===== src/rtl/xswitch_pkg.sv =====
// Shared switch-payload definitions used by both initiator and target units.
// Request payload (TP), MSB first: {tid, iid, wr, adr, vc, stb, dat, sb}
// Response payload (RP), MSB first: {iid, tid, vc, dat}
// Provides default parameter values, the VC-index width rule, payload widths
// and field LSB offsets so both sides of the switch slice fields identically.
package xswitch_pkg;

  localparam int XS_N   = 2;
  localparam int XS_M   = 3;
  localparam int XS_A   = 19;
  localparam int XS_D   = 32;
  localparam int XS_VCN = 2;
  localparam int XS_BUF = 4;
  localparam int XS_SBW = 4;

  // A single VC still needs a one-bit index field in the payload.
  function automatic int vcw_of(input int vcn);
    if (vcn > 1) return $clog2(vcn);
    else return 1;
  endfunction

  function automatic int tp_width(input int m, input int n, input int a,
                                  input int vcw, input int d, input int sbw);
    return m + n + 1 + a + vcw + d / 8 + d + sbw;
  endfunction

  function automatic int rp_width(input int n, input int m, input int vcw, input int d);
    return n + m + vcw + d;
  endfunction

  // Request payload field offsets (target ID occupies the MSBs).
  function automatic int tp_tid_lsb(input int n, input int a, input int vcw,
                                    input int d, input int sbw);
    return n + 1 + a + vcw + d / 8 + d + sbw;
  endfunction

  function automatic int tp_iid_lsb(input int a, input int vcw, input int d, input int sbw);
    return 1 + a + vcw + d / 8 + d + sbw;
  endfunction

  // Response payload field offsets (initiator ID occupies the MSBs).
  function automatic int rp_iid_lsb(input int m, input int vcw, input int d);
    return m + vcw + d;
  endfunction

  function automatic int rp_tid_lsb(input int vcw, input int d);
    return vcw + d;
  endfunction

  function automatic int rp_vc_lsb(input int d);
    return d;
  endfunction

endpackage


===== src/rtl/XRs.sv =====
// Two-entry register slice (skid buffer).
// Full throughput, one cycle of latency; the upstream ready is registered so
// no combinational path runs from rdyo back to rdyi.
// Ports: clk/rstn; vldi/rdyi/dati upstream side; vldo/rdyo/dato downstream side.
// dato is held stable while vldo & !rdyo.
module XRs #(
  parameter int D_WIDTH = 8
) (
  input  logic               clk,
  input  logic               rstn,
  input  logic               vldi,
  output logic               rdyi,
  input  logic [D_WIDTH-1:0] dati,
  output logic               vldo,
  input  logic               rdyo,
  output logic [D_WIDTH-1:0] dato
);

  logic               skid_vld;
  logic [D_WIDTH-1:0] skid_dat;

  // A second word can only be absorbed while the skid register is empty.
  assign rdyi = ~skid_vld;

  // Output register refills from the skid entry first, else from the input;
  // when the output is stalled a new word parks in the skid register.
  always_ff @(posedge clk or negedge rstn) begin
    if (!rstn) begin
      vldo     <= 1'b0;
      dato     <= {D_WIDTH{1'b0}};
      skid_vld <= 1'b0;
      skid_dat <= {D_WIDTH{1'b0}};
    end else begin
      if (!vldo || rdyo) begin
        if (skid_vld) begin
          vldo <= 1'b1;
          dato <= skid_dat;
        end else begin
          vldo <= vldi;
          dato <= vldi ? dati : dato;
        end
        skid_vld <= 1'b0;
      end else begin
        if (vldi && !skid_vld) begin
          skid_vld <= 1'b1;
          skid_dat <= dati;
        end else begin
          skid_vld <= skid_vld;
        end
      end
    end
  end

endmodule


===== src/rtl/x_init_unit.sv =====
// Initiator-side network interface between one local master and one switch
// port pair.
//  Request path : m_* -> packed payload -> request slice -> t_vld/t_gnt/t_pld
//  Response path: r_vld/r_gnt/r_pld -> filter -> response slice -> s_*
// A per-VC outstanding counter limits each VC to BUF transactions; it rises on
// request accept and falls when the master takes the response.
// busy flags any non-zero counter; err_mis/err_unf are one-cycle pulses for
// responses dropped because of a wrong initiator ID or an empty counter.
module x_init_unit
  import xswitch_pkg::*;
#(
  parameter  int N   = XS_N,
  parameter  int M   = XS_M,
  parameter  int A   = XS_A,
  parameter  int D   = XS_D,
  parameter  int VCN = XS_VCN,
  parameter  int BUF = XS_BUF,
  parameter  int ID  = 0,
  parameter  int SBW = XS_SBW,
  localparam int VCW = vcw_of(VCN),
  localparam int TP  = tp_width(M, N, A, VCW, D, SBW),
  localparam int RP  = rp_width(N, M, VCW, D)
) (
  input  logic           clk,
  input  logic           rstn,
  input  logic           m_vld,
  output logic           m_gnt,
  input  logic [M-1:0]   m_tid,
  input  logic           m_wr,
  input  logic [A-1:0]   m_adr,
  input  logic [VCW-1:0] m_vc,
  input  logic [D/8-1:0] m_stb,
  input  logic [D-1:0]   m_dat,
  input  logic [SBW-1:0] m_sb,
  output logic           t_vld,
  input  logic           t_gnt,
  output logic [TP-1:0]  t_pld,
  input  logic           r_vld,
  output logic           r_gnt,
  input  logic [RP-1:0]  r_pld,
  output logic           s_vld,
  input  logic           s_gnt,
  output logic [M-1:0]   s_tid,
  output logic [VCW-1:0] s_vc,
  output logic [D-1:0]   s_dat,
  output logic           busy,
  output logic           err_mis,
  output logic           err_unf
);

  localparam int CW = $clog2(BUF + 1);
  localparam int SW = M + VCW + D;
  localparam int RI = rp_iid_lsb(M, VCW, D);
  localparam int RT = rp_tid_lsb(VCW, D);
  localparam int RV = rp_vc_lsb(D);
  localparam logic [N-1:0]  MY_ID   = N'(ID);
  localparam logic [CW-1:0] CNT_MAX = CW'(BUF);
  localparam logic [VCW:0]  VC_LIM  = (VCW + 1)'(VCN);

  logic [CW-1:0]  cnt [VCN];
  logic [CW-1:0]  m_cnt;
  logic [CW-1:0]  r_cnt;
  logic [VCN-1:0] inc;
  logic [VCN-1:0] dec;

  logic           req_rdy;
  logic           rsp_rdy;
  logic [TP-1:0]  req_pld;
  logic [SW-1:0]  rsp_in;
  logic [SW-1:0]  rsp_out;
  logic           m_vc_ok;
  logic           m_acc;
  logic           s_acc;
  logic           r_acc;
  logic           r_mis;
  logic           r_enq;
  logic [N-1:0]   r_iid;
  logic [M-1:0]   r_tid;
  logic [VCW-1:0] r_vc;
  logic [D-1:0]   r_dat;

  // ---------------- request path ----------------
  assign req_pld = {m_tid, MY_ID, m_wr, m_adr, m_vc, m_stb, m_dat, m_sb};
  // An out-of-range VC has no counter, so it is never granted.
  assign m_vc_ok = ({1'b0, m_vc} < VC_LIM);
  assign m_gnt   = req_rdy & m_vc_ok & (m_cnt < CNT_MAX);
  assign m_acc   = m_vld & m_gnt;

  XRs #(.D_WIDTH(TP)) u_req_rs (
    .clk  (clk),
    .rstn (rstn),
    .vldi (m_acc),
    .rdyi (req_rdy),
    .dati (req_pld),
    .vldo (t_vld),
    .rdyo (t_gnt),
    .dato (t_pld)
  );

  // ---------------- response path ----------------
  assign r_iid  = r_pld[RI +: N];
  assign r_tid  = r_pld[RT +: M];
  assign r_vc   = r_pld[RV +: VCW];
  assign r_dat  = r_pld[D-1:0];
  assign r_gnt  = rsp_rdy;
  assign r_acc  = r_vld & rsp_rdy;
  assign r_mis  = (r_iid != MY_ID);
  // Only responses that match this initiator and an outstanding request pass.
  assign r_enq  = r_acc & ~r_mis & (r_cnt != {CW{1'b0}});
  assign rsp_in = {r_tid, r_vc, r_dat};

  XRs #(.D_WIDTH(SW)) u_rsp_rs (
    .clk  (clk),
    .rstn (rstn),
    .vldi (r_enq),
    .rdyi (rsp_rdy),
    .dati (rsp_in),
    .vldo (s_vld),
    .rdyo (s_gnt),
    .dato (rsp_out)
  );

  assign {s_tid, s_vc, s_dat} = rsp_out;
  assign s_acc = s_vld & s_gnt;

  // ---------------- outstanding counters ----------------
  // Select counters for the request/response VCs, decode inc/dec, and OR busy.
  always_comb begin
    m_cnt = {CW{1'b0}};
    r_cnt = {CW{1'b0}};
    inc   = {VCN{1'b0}};
    dec   = {VCN{1'b0}};
    busy  = 1'b0;
    for (int v = 0; v < VCN; v++) begin
      m_cnt  = (m_vc == VCW'(v)) ? cnt[v] : m_cnt;
      r_cnt  = (r_vc == VCW'(v)) ? cnt[v] : r_cnt;
      inc[v] = m_acc & (m_vc == VCW'(v));
      dec[v] = s_acc & (s_vc == VCW'(v));
      busy   = busy | (cnt[v] != {CW{1'b0}});
    end
  end

  // Per-VC count update; simultaneous inc/dec cancel, both ends clamp.
  always_ff @(posedge clk or negedge rstn) begin
    if (!rstn) begin
      for (int v = 0; v < VCN; v++) begin
        cnt[v] <= {CW{1'b0}};
      end
    end else begin
      for (int v = 0; v < VCN; v++) begin
        case ({inc[v], dec[v]})
          2'b10:   cnt[v] <= (cnt[v] < CNT_MAX) ? cnt[v] + 1'b1 : cnt[v];
          2'b01:   cnt[v] <= (cnt[v] != {CW{1'b0}}) ? cnt[v] - 1'b1 : cnt[v];
          default: cnt[v] <= cnt[v];
        endcase
      end
    end
  end

  // ---------------- error pulses ----------------
  // One-cycle flags for responses dropped on accept.
  always_ff @(posedge clk or negedge rstn) begin
    if (!rstn) begin
      err_mis <= 1'b0;
      err_unf <= 1'b0;
    end else begin
      err_mis <= r_acc & r_mis;
      err_unf <= r_acc & ~r_mis & (r_cnt == {CW{1'b0}});
    end
  end

endmodule

===== config.mk =====
export PLATFORM = sky130hd
export DESIGN_NAME = x_init_unit
export DESIGN_NICKNAME = d
export VERILOG_FILES = /design/src/rtl/xswitch_pkg.sv /design/src/rtl/XRs.sv /design/src/rtl/x_init_unit.sv
export SDC_FILE = /design/constraint.sdc
export NUM_CORES = 1
export LEC_CHECK = 0
export ABC_AREA = 0
export CELL_PAD_IN_SITES_DETAIL_PLACEMENT = 2
export CELL_PAD_IN_SITES_GLOBAL_PLACEMENT = 2
export CORE_UTILIZATION = 36
export CTS_CLUSTER_DIAMETER = 50
export CTS_CLUSTER_SIZE = 30
export DETAILED_ROUTE_END_ITERATION = 10
export HOLD_SLACK_MARGIN = 0.03
export PLACE_DENSITY = 0.94
export RECOVER_POWER = 25
export SETUP_SLACK_MARGIN = 0.02
export SKIP_CTS_REPAIR_TIMING = 1
export SLEW_MARGIN = 10
export SYNTH_ARGS = -nofsm -noshare
export SYNTH_HDL_FRONTEND = slang
export SYNTH_SLANG_ARGS = --single-unit

===== constraint.sdc =====
create_clock -name clk -period 6.4 [get_ports clk]
set_input_delay 1.28 -clock clk [delete_from_list [all_inputs] [get_ports clk]]
set_output_delay 1.28 -clock clk [all_outputs]
set_load 0.005 [all_outputs]

==> metrics.yaml, run 1 <==
global_routing:
  grt_max_degree: 118
  grt_first_pass_wirelength_um: 47300
  antenna_found_initial: 4
  grt_pass1_vias: 8029
  overflow: 0
  grtUsageTotal_pct: 23.5
setup_path:
  cpLargestDelayFamily: "buffers and inverters"
  critPathLaunchType: "input port"
  worst-path-buf-inv: 2
  worst-r2r-setup-slack_ns: 3.42
  critPathMaxStageDelay_ns: 2.23
  path_cells: "buf_8 -> clkbuf_2"
  critPathMaxFanout: 117
  required_ns: 5.97
  arrival_ns: 4.10
  cp_slowest_cell: "clkbuf_2"
  cp-end-kind: "async pin"
  path_class: "in -> async"
floorplan:
  fp.coreArea_um2: 24600
  rows: 57
  die_w_um: 161
  ioPinCount: 217
  die_y_um: 161
  die_area_um2: 26100
  initial_core_util_pct: 37.2
sta:
  tightest_slew_ns: 3.01
  maxSlewViolCount: 118
  rsz0062_at_grt: "no"
  layout_worst_path_cycle_share_pct: 70.7
  fin_ws_ns: 1.87
  finalSetupViolCount: 0
  min_period_ns: 4.53
  slew_headroom_pct: -101
  hold_viol_final: 0
  fin_setup_tns_ns: 0
  skew_ns: 0.0263
  clock.fmax_ghz: 0.221
final_layout:
  syn_to_final_growth_pct: 36.6
  nNetsFinal: 1011
  fin_area_um2: 12500
  fillers: 2349
  drive_gt1_share_pct: 19.3
clock_network:
  clk_path_buf_depth: 3
  ctsRootBufferMaster: "clkbuf_16"
  cts_tree: "yes"
  insertion_delay_ns: 0.55
  clock-sinks: 212
  htree_levels: 1
  clk_pin_slew_ns: 0.06
  numCtsBuffers: 29
place:
  io_buffers: 214
  hpwl_um: 18900
  routabilityCongestion: 0.766
  dp_slack_ns: 1.91
  place_area_um2: 11500
routing:
  via_per_inst: 5.41
  wl_um: 30000
  final_antenna_net_count: 0
  first_pass_iters: 4
  drt-wirelength-per-cell_um: 24.1
  drc: 0
  vias: 6728
  drt-initial-drc-count: 257
yosys:
  synth.avg_cell_area_um2: 13.1
  synth_seq_cells: 212
  yosysSeqAreaShare_pct: 58.0
  yosys_warnings: 0
  yosysUniqueCellTypes: 44
  syn_area_um2: 9150
  syn_inst: 698
power:
  p_leak_nw: 5.06
  power_density_nw_per_um2: 457
  peakVddDrop_uv: 246
hold_path:
  hp-class: "reg -> reg"
outcome:
  violations: "max-capacitance violations, max-slew violations"
  status: "finished, violations left"
job:
  drv_cap: 1
[where the power goes]
part | leakage, nW | internal (mW) | switching [mW]
clock network | 0.498 | 1.03 | 0.643
registers | 2.59 | 1.94 | 0.371
logic | 1.97 | 1.01 | 0.717
[final timing paths]
| check | startpoint | cells past startpoint | to |
|---|---|---|---|
| max in group clk | m_vc | 4 | m_gnt |
| min | u_rsp_rs.skid_dat[9] | 1 | u_rsp_rs.skid_dat[9] |
| max reg2reg | cnt[5] | 9 | cnt[2] |
| max | rstn | 2 | u_req_rs.skid_vld |
| min reg2reg | u_rsp_rs.skid_dat[9] | 1 | u_rsp_rs.skid_dat[9] |
| min in group asynchronous | rstn | 1 | u_rsp_rs.dato[13] |
[cell families after synthesis]
logic type	after synthesis	share of synthesized area, %
AO/OA/AOI/OAI	177	12.6
multiplexers	168	19.8
AND/OR/NAND/NOR	69	4.74
other	1	0.0410
flip-flops	212	58.0
buffers and inverters	61	3.50
adder cells (fa/ha/maj)	7	1.04
XOR/XNOR	3	0.287
[cell usage in the layout (no fill, tap or decap), types with 4 or more instances in the layout]
master and n:
ha_1 6, nand2_1 6, mux2i_1 64, inv_6 5
dfrtp_1 211, mux2_2 102, inv_1 6, o21ai_0 130
clkdlybuf4s50_1 212, clkbuf_16 29, nor2_1 5, nand2b_1 4
buf_4 6, a21oi_1 4, clkinv_4 5, bufinv_16 4
diode_2 4, o221a_1 33, or3_1 35
[layer usage]
layer	GRT usage (%)	wire length [um]	share of wire, %	vias up
li1	-	-	-	2966
met1	26.4	11400	38	3497
met2	42.7	15900	53	181
met3	4.01	1210	4.0	84
met4	12.0	1520	5.1	0
met5	0	0	0	-
[state kept, by name, indices dropped and copies added (netlist names)]
register           flops
u_rsp_rs.skid_vld      1
u_rsp_rs.vldo          1
u_rsp_rs.dato         36
u_rsp_rs.skid_dat     36
err_mis                1
err_unf                1
u_req_rs.skid_dat     64
cnt                    6
u_req_rs.dato         64
u_req_rs.vldo          1
u_req_rs.skid_vld      1
[area by class of cell]
cell class | count | area [um2] | area share [%]
Sequential cell | 212 | 5310 | 42.5
Inverter | 6 | 22.5 | 0.180
Clock inverter | 18 | 234 | 1.87
Antenna cell | 4 | 10.0 | 0.0801
Clock buffer | 33 | 771 | 6.16
Multi-Input combinational cell | 426 | 3550 | 28.4
Tap cell | 324 | 405 | 3.24
Timing Repair Buffer | 221 | 2200 | 17.6
[Yosys cell counts (all sizes together)]
cell type | n | area [um2]
dfrtp | 212 | 5310
o21ai | 130 | 651
mux2 | 104 | 1170
mux2i | 64 | 641
o221a | 36 | 405
clkbuf | 35 | 131
or3 | 35 | 219
buf | 20 | 166
nor2 | 7 | 45.1
ha | 6 | 75.1
inv | 6 | 22.5
nand2 | 6 | 22.5
a21oi | 5 | 36.3
nand2b | 5 | 38.8
nor3 | 3 | 15.0
or4b | 3 | 33.8
a221o | 2 | 20.0
nand3 | 2 | 10.0
nor2b | 2 | 12.5
nor4 | 2 | 12.5
or2 | 2 | 12.5
xnor2 | 2 | 17.5
a211o | 1 | 17.5
and2 | 1 | 6.26
and3 | 1 | 6.26
conb | 1 | 3.75
fa | 1 | 20.0
o211a | 1 | 10.0
o211ai | 1 | 7.51
o21ba | 1 | 10.0
xor2 | 1 | 8.76
[per-stage QoR]
stage | util (%) | power (mW) | cells | hold WS, ns
3_5_place_dp | 46.8 | 4.04 | 1189 | 0.476
3_3_place_gp | 46.8 | 3.86 | 1189 | 0.462
5_1_grt | 50.8 | 6.03 | 1244 | 0.520
4_1_cts | 50.8 | 5.80 | 1240 | 0.498
6_report | 50.8 | 5.72 | 1244 | 0.492
2_1_floorplan | - | 2.95 | 699 | 0.451
Power figures use the tool's default switching activity.
==> inputs of run 2 (changes only) <==
Settings changed: CORE_UTILIZATION 36 to 30, PLACE_DENSITY 0.94 to 0.84.
Clock period 6.4 ns to 3.8 ns, I/O delays scaled along.
==> metrics.yaml, run 2 (same netlist as run 1, synthesis figures left out) <==
routing:
  first_pass_iters: 4
  drt-wirelength-per-cell_um: 21.7
  via_per_inst: 5.04
  wl_um: 28700
  drt-met1-wl_um: 11600
  highest_layer: "met4"
  met3_length_um: 1250
  met2_length_um: 15100
  drc: 0
  vias: 6665
  drt-initial-drc-count: 250
  final_antenna_net_count: 0
job:
  drv_cap: 1
floorplan:
  fp.coreArea_um2: 29800
  die_y_um: 177
  ioPinCount: 217
  die_area_um2: 31200
  rows: 63
  initial_core_util_pct: 30.7
  die_w_um: 177
clock_network:
  clk_pin_slew_ns: 0.06
  numCtsBuffers: 30
  clock-sinks: 212
  ctsRootBufferMaster: "clkbuf_16"
  htree_levels: 1
  cts_tree: "yes"
  clk_path_buf_depth: 3
  insertion_delay_ns: 0.55
final_layout:
  layout_common_cells: "clkdlybuf4s50_1 (213), dfrtp_1 (211), o21ai_0 (130)"
  top_regs: "u_req_rs.dato: 64 flops, u_req_rs.skid_dat: 64 flops"
  fin_area_um2: 12800
  finalNonFillerCells: 1322
  layout_commonest_cell: "clkdlybuf4s50_1"
  nNetsFinal: 1021
  fillers: 2968
  syn_to_final_growth_pct: 39.8
  drive_gt1_share_pct: 20.5
setup_path:
  critPathMaxFanout: 3
  critPathMaxStageDelay_ns: 0.64
  cp_slowest_cell: "or4b_2"
  startpoint: "m_vc"
  cp-end-kind: "register"
  cp.depth: 10
  path_cells: "clkdlybuf4s50_1 -> mux2_2 -> nor2_2 -> nand3_1 -> ha_1 -> xor2_1 -> ha_1 -> or4b_2 -> a21oi_1 -> mux2_2"
  required_ns: 4.24
  ff2ff_path_depth: 9
  r2r_start: "cnt[5]"
  path_class: "in -> reg"
  worst-path-buf-inv: 1
  cpLargestDelayFamily: "simple AND/OR/NAND/NOR gates"
  arrival_ns: 3.62
  critPathLaunchType: "input port"
place:
  hpwl_um: 18300
  routabilityCongestion: 0.727
  placedCellCount: 1264
  io_buffers: 214
  place_area_um2: 11700
hold_path:
  hold_depth: 1
  hp-class: "reg -> reg"
  min_from: "u_rsp_rs.skid_dat[10]"
global_routing:
  overflow: 0
  antenna_found_initial: 2
  grtUsageTotal_pct: 18.7
  grt_pass1_vias: 7763
  grt_max_degree: 83
  grt_first_pass_wirelength_um: 45600
sta:
  finalSetupViolCount: 0
  slew_headroom_pct: -52.1
  hold_viol_final: 0
  tightest_slew_ns: 2.28
  maxSlewViolCount: 81
  skew_ns: 0.0257
  min_period_ns: 3.18
  layout_worst_path_cycle_share_pct: 83.8
  fin_setup_tns_ns: 0
  rsz0062_at_grt: "no"
  clock.fmax_ghz: 0.314
outcome:
  violations: "max-capacitance violations, max-slew violations"
  status: "finished, violations left"
power:
  power_density_nw_per_um2: 762
  peakVddDrop_uv: 347
  p_leak_nw: 5.15
[run 2: changes by cell type in the layout (fill, tap and decap cells not counted)]
cell	delta
buf_4	+5
bufinv_16	+1
clkinv_8	+3
dlygate4sd3_1	-1
inv_6	-1
clkinv_2	-1
clkdlybuf4s50_1	+1
clkbuf_16	+1
diode_2	-2
buf_8	-1
clkbuf_8	-1
clkinvlp_4	+3
inv_8	+1
buf_12	+4
[run 2: area by class of cell]
cell class              instances  area (um2)  share of cell area (%)
diodes                          2        5.00                  0.0391
clock inverters                24         333                    2.60
well taps                     390         488                    3.81
flip-flops and latches        212        5310                    41.5
clock buffers                  32         778                    6.08
multi-input cells             426        3550                    27.8
repair buffers                230        2300                    18.0
inverters                       6        22.5                   0.176
[run 2: worst paths after layout]
| kind | slack [ns] | to |
|---|---|---|
| min reg2reg | 0.50 | u_rsp_rs.skid_dat[10] |
| min in group asynchronous | 0.87 | u_rsp_rs.dato[7] |
| max reg2reg | 0.89 | cnt[2] |
| max in group asynchronous | 1.21 | u_rsp_rs.dato[13] |
| min | 0.50 | u_rsp_rs.skid_dat[10] |
| max | 0.62 | cnt[2] |
[run 2: metal layers]
metal / GRT usage, % / vias up
li1: - / 2997
met1: 22.3 / 3481
met2: 33.7 / 139
met3: 3.46 / 48
met4: 5.53 / 0
met5: 0 / -
[run 2: where the power goes]
| part | internal (mW) | switching, mW | leakage (nW) |
|---|---|---|---|
| registers | 3.26 | 0.589 | 2.59 |
| logic | 1.73 | 1.15 | 2.02 |
| clock network | 1.87 | 1.16 | 0.535 |
| total | 6.86 | 2.90 | 5.15 |
[run 2: stage by stage]
stage	setup slack [ns]	hold WS, ns	power (mW)	util, %
after floorplan	0.675	0.451	4.97	-
after global placement	0.139	0.463	6.55	39.2
after detailed placement	0.0448	0.491	6.77	39.2
after CTS	0.624	0.236	9.92	43.0
after global routing	0.477	0.519	10.3	42.9
final	0.616	0.497	9.75	42.9
==> inputs of run 3 (changes only) <==
Settings changed: CORE_UTILIZATION 30 to 33, PLACE_DENSITY 0.84 to 0.88.
Clock period 3.8 ns to 2.95 ns, I/O delays scaled along.
==> metrics.yaml, run 3 (same netlist as run 1, synthesis figures left out) <==
clock_network:
  insertion_delay_ns: 0.55
  clk_pin_slew_ns: 0.06
  clock-sinks: 212
  clk_path_buf_depth: 3
  cts_tree: "yes"
  ctsRootBufferMaster: "clkbuf_16"
  htree_levels: 1
  numCtsBuffers: 30
floorplan:
  die_y_um: 169
  fp.coreArea_um2: 27100
  ioPinCount: 217
  rows: 60
  die_w_um: 169
  die_area_um2: 28400
  initial_core_util_pct: 33.8
sta:
  slew_headroom_pct: -31.7
  layout_worst_path_cycle_share_pct: 93.7
  clock.fmax_ghz: 0.362
  maxSlewViolCount: 73
  min_period_ns: 2.76
  rsz0062_at_grt: "no"
  hold_viol_final: 0
  finalSetupViolCount: 0
  tightest_slew_ns: 1.98
  skew_ns: 0.0242
setup_path:
  cp_slowest_cell: "clkdlybuf4s50_1"
  path_class: "reg -> out"
  required_ns: 2.36
  worst-r2r-setup-slack_ns: 0.24
  cp-end-kind: "output pin"
  r2r_start: "cnt[2]"
  critPathMaxStageDelay_ns: 0.49
  cpLargestDelayFamily: "buffers and inverters"
  worst-path-buf-inv: 2
  path_cells: "buf_4 -> nor3_1 -> nand2_1 -> clkdlybuf4s50_1"
  critPathLaunchType: "register"
  ff2ff_path_depth: 9
  arrival_ns: 2.17
  rr_endpoint: "cnt[2]"
  critPathMaxFanout: 8
place:
  place_area_um2: 11800
  io_buffers: 214
  hpwl_um: 19100
  routabilityCongestion: 0.753
global_routing:
  antenna_found_initial: 3
  grt_pass1_vias: 7874
  grtUsageTotal_pct: 21.3
  grt_first_pass_wirelength_um: 46900
  grt_max_degree: 73
  overflow: 0
job:
  drv_cap: 1
power:
  total_power_mw: 12.8
  p_leak_nw: 5.24
  power_density_nw_per_um2: 994
  peakVddDrop_uv: 498
hold_path:
  min_from: "m_vc"
  holdPathEnd: "u_req_rs.skid_dat[40]"
  hp-class: "in -> reg"
  hold_depth: 3
outcome:
  violations: "max-capacitance violations, max-slew violations"
  status: "finished, violations left"
routing:
  drc: 0
  drt-initial-drc-count: 239
  final_antenna_net_count: 0
  first_pass_iters: 4
  via_per_inst: 5.15
  wl_um: 30100
  vias: 6786
  drt-wirelength-per-cell_um: 22.8
final_layout:
  layout_commonest_cell: "clkdlybuf4s50_1"
  layout_common_cells: "clkdlybuf4s50_1 (212), dfrtp_1 (211), o21ai_0 (130)"
  nNetsFinal: 1034
  drive_gt1_share_pct: 21.8
  fin_area_um2: 12900
  syn_to_final_growth_pct: 41.2
  top_regs: "u_req_rs.dato: 64 flops, u_req_rs.skid_dat: 64 flops"
-- run 3: changes by cell type in the layout (fill, tap and decap cells not counted), moves of 2 or more --
cell      change
buf_4         +9
inv_6         +4
clkinv_8      -3
buf_12        +2
clkbuf_8      -2
-- run 3: routing by layer --
layer  GRT usage (%)  wire [um]  vias to the layer above
met5               0          0                        -
met4            10.8       1340                        0
met3            4.56       1470                       66
met2            38.6      15900                      167
met1            23.7      11400                     3528
li1                -          -                     3025
-- run 3: worst max path at each step --
stage                     cells after the start      to    from  slack, ns
after global placement                       10  cnt[2]    m_vc      -0.49
after global routing                          3    busy  cnt[2]       0.08
after floorplan                               9  cnt[2]    m_vc       0.02
after detailed placement                     10  cnt[2]    m_vc      -0.56
after CTS                                    10  cnt[2]    m_vc      0.004
final                                         4    busy  cnt[5]       0.19
-- run 3: per-stage QoR --
stage | setup slack [ns] | TNS, ns | utilization, % | std cells | hold slack (ns)
3_5_place_dp | -0.560 | -1.08 | 43.6 | 1259 | 0.491
2_1_floorplan | 0.0237 | 0 | - | 699 | 0.294
5_1_grt | 0.0819 | 0 | 47.7 | 1318 | 0.508
3_3_place_gp | -0.489 | -0.601 | 43.6 | 1259 | 0.461
6_report | 0.187 | 0 | 47.7 | 1318 | 0.493
4_1_cts | 0.00402 | 0 | 47.7 | 1315 | 0.0365
-- run 3: final cells by class --
type	instances	area, um2
tap	372	465
sequential	212	5310
fill	2617	14200
timing repair buffer	243	2420
multi-input combinational	426	3570
clock buffer	31	776
antenna	3	7.51
clock inverter	25	347
inverter	6	22.5
-- run 3: tightest hold or removal path: stages --
cell and delay [ns]:
dlymetal6s2s_1 0.13, buf_4 0.15, mux2_2 0.14
-- run 3: where the power goes --
group          leakage [nW]  switching, mW  total [mW]  internal, mW
Sequential             2.59          0.800        5.00          4.20
Clock                 0.542           1.51        4.01          2.50
Combinational          2.11           1.57        3.84          2.27
Total                  5.24           3.88        12.8          8.97
==> variant 1, RTL diff (flow settings as in run 2) <==
Make the reset (`rstn`) synchronous in 3 clocked blocks.
--- a/src/rtl/XRs.sv
+++ b/src/rtl/XRs.sv
@@ -24,7 +24,7 @@
 
   // Output register refills from the skid entry first, else from the input;
   // when the output is stalled a new word parks in the skid register.
-  always_ff @(posedge clk or negedge rstn) begin
+  always_ff @(posedge clk) begin
     if (!rstn) begin
       vldo     <= 1'b0;
       dato     <= {D_WIDTH{1'b0}};
--- a/src/rtl/x_init_unit.sv
+++ b/src/rtl/x_init_unit.sv
@@ -141,7 +141,7 @@
   end
 
   // Per-VC count update; simultaneous inc/dec cancel, both ends clamp.
-  always_ff @(posedge clk or negedge rstn) begin
+  always_ff @(posedge clk) begin
     if (!rstn) begin
       for (int v = 0; v < VCN; v++) begin
         cnt[v] <= {CW{1'b0}};
@@ -159,7 +159,7 @@
 
   // ---------------- error pulses ----------------
   // One-cycle flags for responses dropped on accept.
-  always_ff @(posedge clk or negedge rstn) begin
+  always_ff @(posedge clk) begin
     if (!rstn) begin
       err_mis <= 1'b0;
       err_unf <= 1'b0;
Formal check against the unedited RTL: differs if rstn is asserted again (counterexample within 4 cycles, from zero or initial values and one cycle with rstn low); with rstn held inactive, the same outputs for 4 cycles.
==> variant 1 against run 2 <==
The flow still finishes with violations (max-capacitance violations, max-slew violations). Synthesized area decreased by 1.2%. Sequential cell count unchanged. Non-clock buffer count increased by 8. Critical path type unchanged. Worst setup slack got worse by 0.13 ns. First-iteration DRC count increased by 11%. Routed wire length increased by 8.5%. Design area decreased by 2.4%.
Power is not compared: it rests on default switching activity, and its combinational part moved more than twofold at a synthesized area within 25%.
==> variant 1: results (changes against run 2) <==
area of the multi-input gates -> 4280 µm² (was 3550 µm²)
met2 Resource Use GR -> 34.8% (was 33.7%)
number of clock-tree buffers in the layout -> 31 (was 32)
status -> finished with violations (unchanged)
CP max FO -> 59 (was 3)
Worst Hold Launch -> u_req_rs.skid_dat[7] (was u_rsp_rs.skid_dat[10])
MaxCap Viol Count -> 1 (unchanged)
inverters -> 11 (was 6)
Nets -> 1,239 (was 1,021)
clock skew -> 0.0191 ns (was 0.0257 ns)
comb_multi_in -> 631 (was 426)
FF+latch area -> 4310 µm² (was 5310 µm²)
Slew HR -> -55.6% (was -52.1%)
post-synth cell types -> 38 (was 44)
Repair and plain buffers -> 238 (was 230)
CP arrival -> 3.69 ns (was 3.62 ns)
via count -> 7,921 (was 6,665)
Final Max Tran Viols -> 60 (was 81)
DR iter-0 viols -> 277 (was 250)
first-pass GRT wire length -> 48,600 µm (was 45,600 µm)
met3 wire length -> 2100 µm (was 1250 µm)
share of layout cells above drive strength 1 -> 10.5% (was 20.5%)
FF-to-FF setup slack -> 0.99 ns (was 0.89 ns)
FFs w/ async S/R, synth -> 0% (was 100%)
WHS -> 0.472 ns (was 0.497 ns)
crit path to -> u_rsp_rs.skid_dat[15] (was cnt[2])
vias in the first global route -> 8,814 (was 7,763)
failing checks -> max-capacitance violations, max-slew violations (unchanged)
origin of the worst setup path -> rstn (was m_vc)
GR Util All Layers -> 19.7% (was 18.7%)
CTS Buf Count -> 29 (was 30)
DR WL/cell -> 20.2 µm (was 21.7 µm)
Data buffer area share -> 18.8% (was 18.0%)
GPL Wtd Cong -> 0.715 (was 0.727)
highest metal used -> met5 (was met4)
[variant 1: worst min-delay path, delay by kind of cell (launching register included)]
family	cells	cell delay, ns
flops	1	0.31
compound gates	1	0.06
simple gates	1	0.06
[variant 1: through the flow]
stage	util, %	instance area, µm²	worst slack (ns)	instances
after floorplan	-	9050	0.827	948
after global placement	38.7	11500	0.282	1482
after global routing	42.1	12500	0.235	1535
after CTS	42.2	12500	0.517	1535
after detailed placement	38.7	11500	0.109	1482
final	42.1	12500	0.483	1537
[variant 1: logic make-up after synthesis]
| group | after synthesis | synth area share (%) |
|---|---|---|
| AO/OA/AOI/OAI | 274 | 20.0 |
| XOR/XNOR | 3 | 0.291 |
| adder cells (fa/ha/maj) | 8 | 1.19 |
| buffers and inverters | 105 | 5.30 |
| flip-flops | 212 | 47.6 |
| multiplexers | 138 | 15.3 |
| other | 1 | 0.0415 |
| AND/OR/NAND/NOR | 206 | 10.3 |
==> variant 2, RTL diff (config.mk and constraints of run 2) <==
Made on the original files. Set the package constant `XS_VCN` to 4 (it was 2).
--- a/src/rtl/xswitch_pkg.sv
+++ b/src/rtl/xswitch_pkg.sv
@@ -9,7 +9,7 @@
   localparam int XS_M   = 3;
   localparam int XS_A   = 19;
   localparam int XS_D   = 32;
-  localparam int XS_VCN = 2;
+  localparam int XS_VCN = 4;
   localparam int XS_BUF = 4;
   localparam int XS_SBW = 4;
 
Ports: changed (resized m_vc, r_pld, s_vc and t_pld); port bits go from 217 to 221. No check against the original RTL was run, so the function may have changed too.
==> variant 2 against run 2 <==
Count of clock-buffer cells in the layout grew 20. Total power rose by 28%. Clock power is 28% higher. Combinational power grew 48%. The run still ends with max-capacitance violations, max-slew violations left. Highest routed layer is now met5. Routed wire length rose by 34%. Sequential cell count rose by 10. Design area increased by 20%. Worst setup slack got worse by 0.30 ns. Synthesized area increased by 23%.
==> variant 2: results (changes against run 2) <==
Worst Hold Launch -> u_req_rs.skid_dat[20] (was u_rsp_rs.skid_dat[10])
failing checks -> max-capacitance violations, max-slew violations (unchanged)
WL met1 -> 15,300 µm (was 11,600 µm)
share of layout cells above drive strength 1 -> 28.9% (was 20.5%)
R2R cell count -> 10 (was 9)
WHS Endpoint -> u_req_rs.skid_dat[20] (was u_rsp_rs.skid_dat[10])
largest net degree at the start of global routing -> 104 (was 83)
I/O Buffers -> 218 (was 214)
DR iter-0 viols -> 208 (was 250)
met3 usage -> 3.11% (was 3.46%)
clk tree area frac -> 9.37% (was 8.68%)
Top Registers -> u_req_rs.dato x65, u_req_rs.skid_dat x65 (was u_req_rs.dato x64, u_req_rs.skid_dat x64)
post-synth cell types -> 38 (was 44)
status -> finished with violations (unchanged)
MaxCap Viol Count -> 1 (unchanged)
reg2reg start -> cnt[8] (was cnt[5])
origin of the worst setup path -> m_vc[0] (was m_vc)
Repair and plain buffers -> 241 (was 230)
first-pass GRT wire length -> 59,700 µm (was 45,600 µm)
clock skew -> 0.0264 ns (was 0.0257 ns)
number of clock-tree buffers in the layout -> 52 (was 32)
crit path to -> cnt[8] (was cnt[2])
Final Max Tran Viols -> 102 (was 81)
GPL Wtd Cong -> 0.763 (was 0.727)
pre-CTS setup slack -> -0.127 ns (was 0.0448 ns)
Data buffer area share -> 15.8% (was 18.0%)
GR Util All Layers -> 20.2% (was 18.7%)
Placed Cells -> 1,568 (was 1,264)
cell leakage power -> 0.00616 µW (was 0.00515 µW)
==> variant 2: cell count changes after synthesis, sizes merged, moves of 12 or more <==
cell	change
a21oi	+39
a32o	+37
clkbuf	+12
mux2	+132
mux2i	-23
nand3	+73
nor2b	+38
nor3	+39
o21ai	-92
o221a	-36
or3	-30
==> variant 2: cells by family after synthesis <==
kind of cell    Yosys count
flops                   222
mux                     278
simple gates            189
fa+ha+maj                16
compound gates          129
buf+inv                  91
other cells               1
xor+xnor                  9
==> variant 2: worst max-delay path, stage by stage <==
cell and delay [ns]:
clkdlybuf4s50_1 0.50, mux4_2 0.52, or3_1 0.36, or3b_2 0.52, ha_1 0.23, xor2_1 0.15, ha_1 0.21, nor3b_1 0.23
a21oi_1 0.08, nor2_1 0.16, xor2_1 0.20
==> variant 2: report_power, final <==
part | internal [µW] | total [µW] | switching, µW
clock | 2520 | 3870 | 1350
sequential | 3480 | 4310 | 834
combinational | 2510 | 4270 | 1760
